**src/rtl/lu_proc_pkg.sv**
```systemverilog
// lu_proc_pkg: instruction field layout, NOP encoding and issue FSM state type
// shared by the LU pipeline front end.
package lu_proc_pkg;

    localparam int CMD_MSB = 26;
    localparam int CMD_LSB = 24;
    localparam int RES_MSB = 23;
    localparam int RES_LSB = 16;
    localparam int OP1_MSB = 15;
    localparam int OP1_LSB = 8;
    localparam int OP0_MSB = 7;
    localparam int OP0_LSB = 0;

    localparam logic [2:0] CMD_NOP = 3'b111;

    typedef enum logic [1:0] {
        IDLE = 2'd0,
        RUN  = 2'd1,
        DONE = 2'd2
    } issue_state_t;

endpackage

```
**src/rtl/issue_prog_ram.sv**
```systemverilog
// issue_prog_ram: DEPTH x INSTR_SIZE program store with one synchronous write
// port and one asynchronous read port; out-of-range write addresses are dropped.
module issue_prog_ram #(
    parameter int INSTR_SIZE = 27,
    parameter int DEPTH      = 16,
    parameter int AW         = $clog2(DEPTH)
) (
    input  logic                  clk,
    input  logic                  we,
    input  logic [AW-1:0]         waddr,
    input  logic [INSTR_SIZE-1:0] wdata,
    input  logic [AW-1:0]         raddr,
    output logic [INSTR_SIZE-1:0] rdata
);

    logic [INSTR_SIZE-1:0] mem [DEPTH];
    logic                  addr_ok;

    if ((2 ** AW) > DEPTH) begin : g_partial
        assign addr_ok = (int'(waddr) < DEPTH);
    end else begin : g_full
        assign addr_ok = 1'b1;
    end

    // NOTE: the array has no reset branch so it maps onto plain RAM cells;
    // its contents survive rst and are only ever defined by writes.
    // NOTE: sequential state is assigned with <= so every flop samples pre-edge values.
    always_ff @(posedge clk) begin
        if (we && addr_ok) begin
            mem[waddr] <= wdata;
        end
    end

    assign rdata = mem[raddr];

endmodule

```
**src/rtl/instr_issue_unit.sv**
```systemverilog
// instr_issue_unit: program sequencer streaming stored instructions as VLD/INSTR_WORD
// for a programmable number of passes. Define ISSUE_HAZARD_STALL_EN for one-bubble RAW stalls.
module instr_issue_unit
    import lu_proc_pkg::*;
#(
    parameter int INSTR_SIZE = 27,
    parameter int DEPTH      = 16,
    parameter int AW         = $clog2(DEPTH)
) (
    input  logic                  clk,
    input  logic                  rst,
    input  logic                  prog_we,
    input  logic [AW-1:0]         prog_addr,
    input  logic [INSTR_SIZE-1:0] prog_data,
    input  logic [AW:0]           prog_len,
    input  logic [7:0]            loop_cnt,
    input  logic                  start,
    input  logic                  hold,
    input  logic                  abort,
    output logic                  busy,
    output logic                  done,
    output logic                  VLD,
    output logic [INSTR_SIZE-1:0] INSTR_WORD,
    output logic [15:0]           issued_cnt
);

    localparam logic [AW:0]   LEN_MAX = (AW+1)'(DEPTH);
    localparam logic [AW:0]   LEN_ONE = (AW+1)'(1);
    localparam logic [AW-1:0] PC_ONE  = AW'(1);

    issue_state_t          state, state_nxt;
    logic [AW-1:0]         pc;
    logic [AW:0]           len_q;
    logic [7:0]            pass_cnt;
    logic                  vld_q;
    logic [INSTR_SIZE-1:0] instr_q;
    logic [INSTR_SIZE-1:0] rd_data;
    logic [15:0]           cnt_q;
    logic                  accept;
    logic                  issue_go;
    logic                  stall;
    logic                  last_in_pass;
    logic [AW:0]           len_clamped;

    issue_prog_ram #(
        .INSTR_SIZE (INSTR_SIZE),
        .DEPTH      (DEPTH),
        .AW         (AW)
    ) u_prog_ram (
        .clk   (clk),
        .we    (prog_we && (state != RUN)),
        .waddr (prog_addr),
        .wdata (prog_data),
        .raddr (pc),
        .rdata (rd_data)
    );

`ifdef ISSUE_HAZARD_STALL_EN
    // Candidate reads a register written by the word on the bus this cycle.
    assign stall = vld_q &&
                   ((rd_data[OP0_MSB:OP0_LSB] == instr_q[RES_MSB:RES_LSB]) ||
                    (rd_data[OP1_MSB:OP1_LSB] == instr_q[RES_MSB:RES_LSB]));
`else
    assign stall = 1'b0;
`endif

    assign len_clamped  = (prog_len > LEN_MAX) ? LEN_MAX : prog_len;
    assign accept       = (state == IDLE) && start && !abort;
    assign issue_go     = (state == RUN) && !abort && (pass_cnt != 8'd0) && !hold && !stall;
    assign last_in_pass = ({1'b0, pc} == (len_q - LEN_ONE));

    always_ff @(posedge clk or posedge rst) begin
        if (rst) begin
            state <= IDLE;
        end else begin
            state <= state_nxt;
        end
    end

    // NOTE: state_nxt gets its default before the case so no path leaves it
    // unassigned, which would otherwise infer a latch.
    always_comb begin
        state_nxt = state;
        unique case (state)
            IDLE: begin
                if (accept) begin
                    state_nxt = (prog_len == '0) ? DONE : RUN;
                end
            end
            RUN: begin
                if (abort) begin
                    state_nxt = IDLE;
                end else if (pass_cnt == 8'd0) begin
                    // Final word is on the bus this cycle; done follows it directly.
                    state_nxt = DONE;
                end
            end
            DONE:    state_nxt = IDLE;
            default: state_nxt = IDLE;
        endcase
    end

    always_ff @(posedge clk or posedge rst) begin
        if (rst) begin
            pc       <= '0;
            len_q    <= '0;
            pass_cnt <= '0;
            vld_q    <= 1'b0;
            instr_q  <= '0;
            cnt_q    <= '0;
        end else begin
            vld_q   <= issue_go;
            instr_q <= issue_go ? rd_data : '0;
            if (accept) begin
                pc       <= '0;
                len_q    <= len_clamped;
                pass_cnt <= (loop_cnt == 8'd0) ? 8'd1 : loop_cnt;
                cnt_q    <= '0;
            end else if (issue_go) begin
                if (cnt_q != 16'hFFFF) begin
                    cnt_q <= cnt_q + 16'd1;
                end
                if (last_in_pass) begin
                    pc       <= '0;
                    pass_cnt <= pass_cnt - 8'd1;
                end else begin
                    pc <= pc + PC_ONE;
                end
            end
        end
    end

    assign busy       = (state == RUN);
    assign done       = (state == DONE);
    assign VLD        = vld_q;
    assign INSTR_WORD = instr_q;
    assign issued_cnt = cnt_q;

endmodule

```
**config.mk**
```make
export PLATFORM = sky130hd
export DESIGN_NAME = instr_issue_unit
export DESIGN_NICKNAME = d
export VERILOG_FILES = /design/src/rtl/lu_proc_pkg.sv /design/src/rtl/issue_prog_ram.sv /design/src/rtl/instr_issue_unit.sv
export SDC_FILE = /design/constraint.sdc
export NUM_CORES = 1
export LEC_CHECK = 0
export CELL_PAD_IN_SITES_DETAIL_PLACEMENT = 1
export CELL_PAD_IN_SITES_GLOBAL_PLACEMENT = 1
export CORE_ASPECT_RATIO = 0.9
export CORE_UTILIZATION = 25
export DETAILED_ROUTE_END_ITERATION = 6
export MAX_ROUTING_LAYER = met4
export PLACE_DENSITY_LB_ADDON = 0.1
export SLEW_MARGIN = 10
export SYNTH_ARGS = -nofsm -noshare
export SYNTH_HDL_FRONTEND = slang
export SYNTH_HIERARCHICAL = 1
export SYNTH_SLANG_ARGS = --single-unit
```
**constraint.sdc**
```tcl
create_clock -name clk -period 5 [get_ports clk]
set_input_delay 1 -clock clk [delete_from_list [all_inputs] [get_ports clk]]
set_output_delay 1 -clock clk [all_outputs]
set_load 0.05 [all_outputs]
```
==> results.ini <==
[job]
max_cap_viol_count = 0

[grt]
antenna_found_initial = 1
grt_use_total_pct = 14.2
grt_pass1_vias = 10600
grt_max_degree = 44
grt_pass1_wl_um = 77400
grt.overflow.total = 0

[logic_synthesis]
postSynthCellCount = 961
yosysWarnings = 6
synthFlopType = edfxtp_1
synthSimpleGateAreaFrac_pct = 5.01
synthTopCellsByCount = edfxtp_1, mux4_2, dfrtp_1, nand2_1, a22oi_1
syn_area_um2 = 19300
avgSynthCellArea_um2 = 20.1
yosysMostFrequentCell = edfxtp_1
ys_seq_elements = 495
synth_edf_count = 432
syn_nets = 1016
synth_area_leaders = edfxtp_1, mux4_2, dfrtp_1, a22oi_1, a22oi_2
synth.distinct_cells = 52
synth_fa_ha_area_share_pct = 0.325
synth-compound-area-share_pct = 4.04
netlist.area_leader.share_pct = 67.3
yosysTopAreaCell = edfxtp_1
synth_top_family_by_area = multiplexers
synth_mux_area_share_pct = 12.7
async_flop_share_pct = 12.7
ys_seq_area_share_pct = 75.5
synth_xor_area_share_pct = 0.889

[cts]
clk_latency_ns = 0.63
ctsRootBufferMaster = clkbuf_16
cts_setup_buffers = 0
clk_transition_reported_paths_ns = 0.06
clock-sinks = 495
cts_tree = yes
htreeDepth = 2
hold_buffers = 0
cts_resized = 0
cts_buffers = 57
clockBufferDepth = 3

[die]
initial_core_util_pct = 25.3
die_w_um = 295
ios = 96
rows = 96
die_y_um = 265
core-area_um2 = 76300
die_area_um2 = 78200

[sta]
grt_setup_unrepaired = false
whs_ns = 0.497
fin_tns_setup_ns = 0
relSlewSlack_pct = 17.9
finClkSkew_ns = 0.0363
fmax_mhz = 299
setup_viol = 0
worstMarginPinSlew_ns = 1.23
hold_violations = 0
period_minus_slack_ns = 3.35
drv_slew = 0
min_period_over_period_pct = 66.9

[placed_design]
placed_area_um2 = 21600
dp_hpwl_um = 31300
portBuffers = 95
globalplace.congestion = 0.697

[outcome]
run_status = finished, final reports clean

[critical_path]
r2r_end = u_prog_ram/mem[1][26]$_DFFE_PP_
rr_startpoint = state[1]$_DFFE_PP0P_
arrival_ns = 2.35
start_kind = flip-flop
critPathKind = flip-flop to output pin
reg2reg_slack_ns = 2.00
cp-startpoint = state[1]$_DFFE_PP0P_
crit_path_end_kind = output pin
crit_required_ns = 4.00
rr_worst_depth = 4
cp_max_fo = 6
endpoint = busy

[route]
num_vias = 9696
drtAntennaViolNets = 0
drt_iter0_markers = 565
wl_um = 53000
vias_per_cell = 4.47
first_pass_iters = 4
wl_per_cell_um = 24.4
route.detailed.drc = 0

[final_layout]
drive_gt1_share_pct = 24.1
area_growth_pct = 22.7
fin_area_um2 = 23700
nets = 1145

[min_path]
min_path_type = flip-flop to flip-flop

[pwr]
finalPower_uw = 10500
leakage_uw = 0.00754
ir_drop_uv = 276
p_per_area_nw_per_um2 = 444

[power by group]
part | internal (uW) | leakage (uW) | total (uW) | switching, uW
sequential | 4600 | 0.00474 | 4720 | 122
clock | 2720 | 0.000975 | 4460 | 1750
combinational | 571 | 0.00183 | 1310 | 739
[area by class of cell]
type | count | area [um^2]
Antenna cell | 2 | 5.00
Clock buffer | 76 | 1560
Clock inverter | 32 | 469
Fill cell | 7638 | 52600
Inverter | 8 | 31.3
Multi-Input combinational cell | 409 | 4570
Sequential cell | 495 | 14600
Tap cell | 1029 | 1290
Timing Repair Buffer | 119 | 1170
[worst min-delay path by stage]
stage / cells past startpoint / startpoint / end
global placement: 2 / len_q[4]$_DFFE_PP0P_ / len_q[4]$_DFFE_PP0P_
detailed placement: 2 / len_q[4]$_DFFE_PP0P_ / len_q[4]$_DFFE_PP0P_
finish: 2 / len_q[4]$_DFFE_PP0P_ / len_q[4]$_DFFE_PP0P_
global route: 1 / issued_cnt[4]$_DFFE_PP0P_ / issued_cnt[4]$_DFFE_PP0P_
CTS: 2 / len_q[4]$_DFFE_PP0P_ / len_q[4]$_DFFE_PP0P_
floorplan: 2 / len_q[4]$_DFFE_PP0P_ / len_q[4]$_DFFE_PP0P_
[registers in the layout, indices dropped and copies added (netlist names)]
name,cells
u_prog_ram/mem,432
INSTR_WORD,27
issued_cnt,16
pass_cnt,8
len_q,5
pc,4
state,2
VLD,1
[routing by layer]
| layer | GRT usage, % | share of wire, % |
|---|---|---|
| met1 | 20.6 | 49 |
| met2 | 20.9 | 45 |
| met3 | 1.99 | 4.1 |
| met4 | 3.70 | 1.8 |
| met5 | - | 0 |
[worst max-delay path: stages (launching register included)]
cell	delay [ns]
dfrtp_1	0.45
nand2b_1	0.37
inv_1	0.12
clkdlybuf4s50_1	0.80
[through the flow]
step / cells / setup WS (ns) / util, %
6_report: 2170 / 1.65 / 31.0
5_1_grt: 2168 / 1.48 / 31.0
4_1_cts: 2167 / 1.60 / 31.0
3_5_place_dp: 2059 / 1.03 / 28.3
3_3_place_gp: 2059 / 1.08 / 28.3
2_1_floorplan: 961 / 1.03 / -
[kinds of logic after synthesis]
| family | count (synthesis) |
|---|---|
| mux | 110 |
| compound gates | 95 |
| flops | 495 |
| simple gates | 181 |
| fa+ha+maj | 5 |
| xor+xnor | 18 |
| buf+inv | 57 |
[placed cells by master, fill, tap and decap left out, types with 5 or more instances in the layout]
| cell type | instances |
|---|---|
| a21oi_1 | 5 |
| a22oi_1 | 34 |
| a22oi_2 | 20 |
| a31oi_1 | 6 |
| and2_1 | 32 |
| buf_4 | 21 |
| bufinv_16 | 10 |
| clkbuf_1 | 13 |
| clkbuf_16 | 57 |
| clkbuf_8 | 6 |
| clkdlybuf4s50_1 | 95 |
| clkinv_2 | 9 |
| clkinvlp_4 | 5 |
| dfrtp_1 | 61 |
| edfxtp_1 | 432 |
| ha_1 | 5 |
| inv_1 | 6 |
| mux4_2 | 108 |
| nand2_1 | 48 |
| nand3_1 | 8 |
| nand3b_1 | 9 |
| nor2_1 | 20 |
| nor2_4 | 13 |
| nor4_1 | 7 |
| o2111ai_1 | 7 |
| o21ai_0 | 10 |
| or3_1 | 6 |
| xnor2_1 | 7 |
| xor2_1 | 10 |
Note: power is estimated with default switching activity, not from simulation.
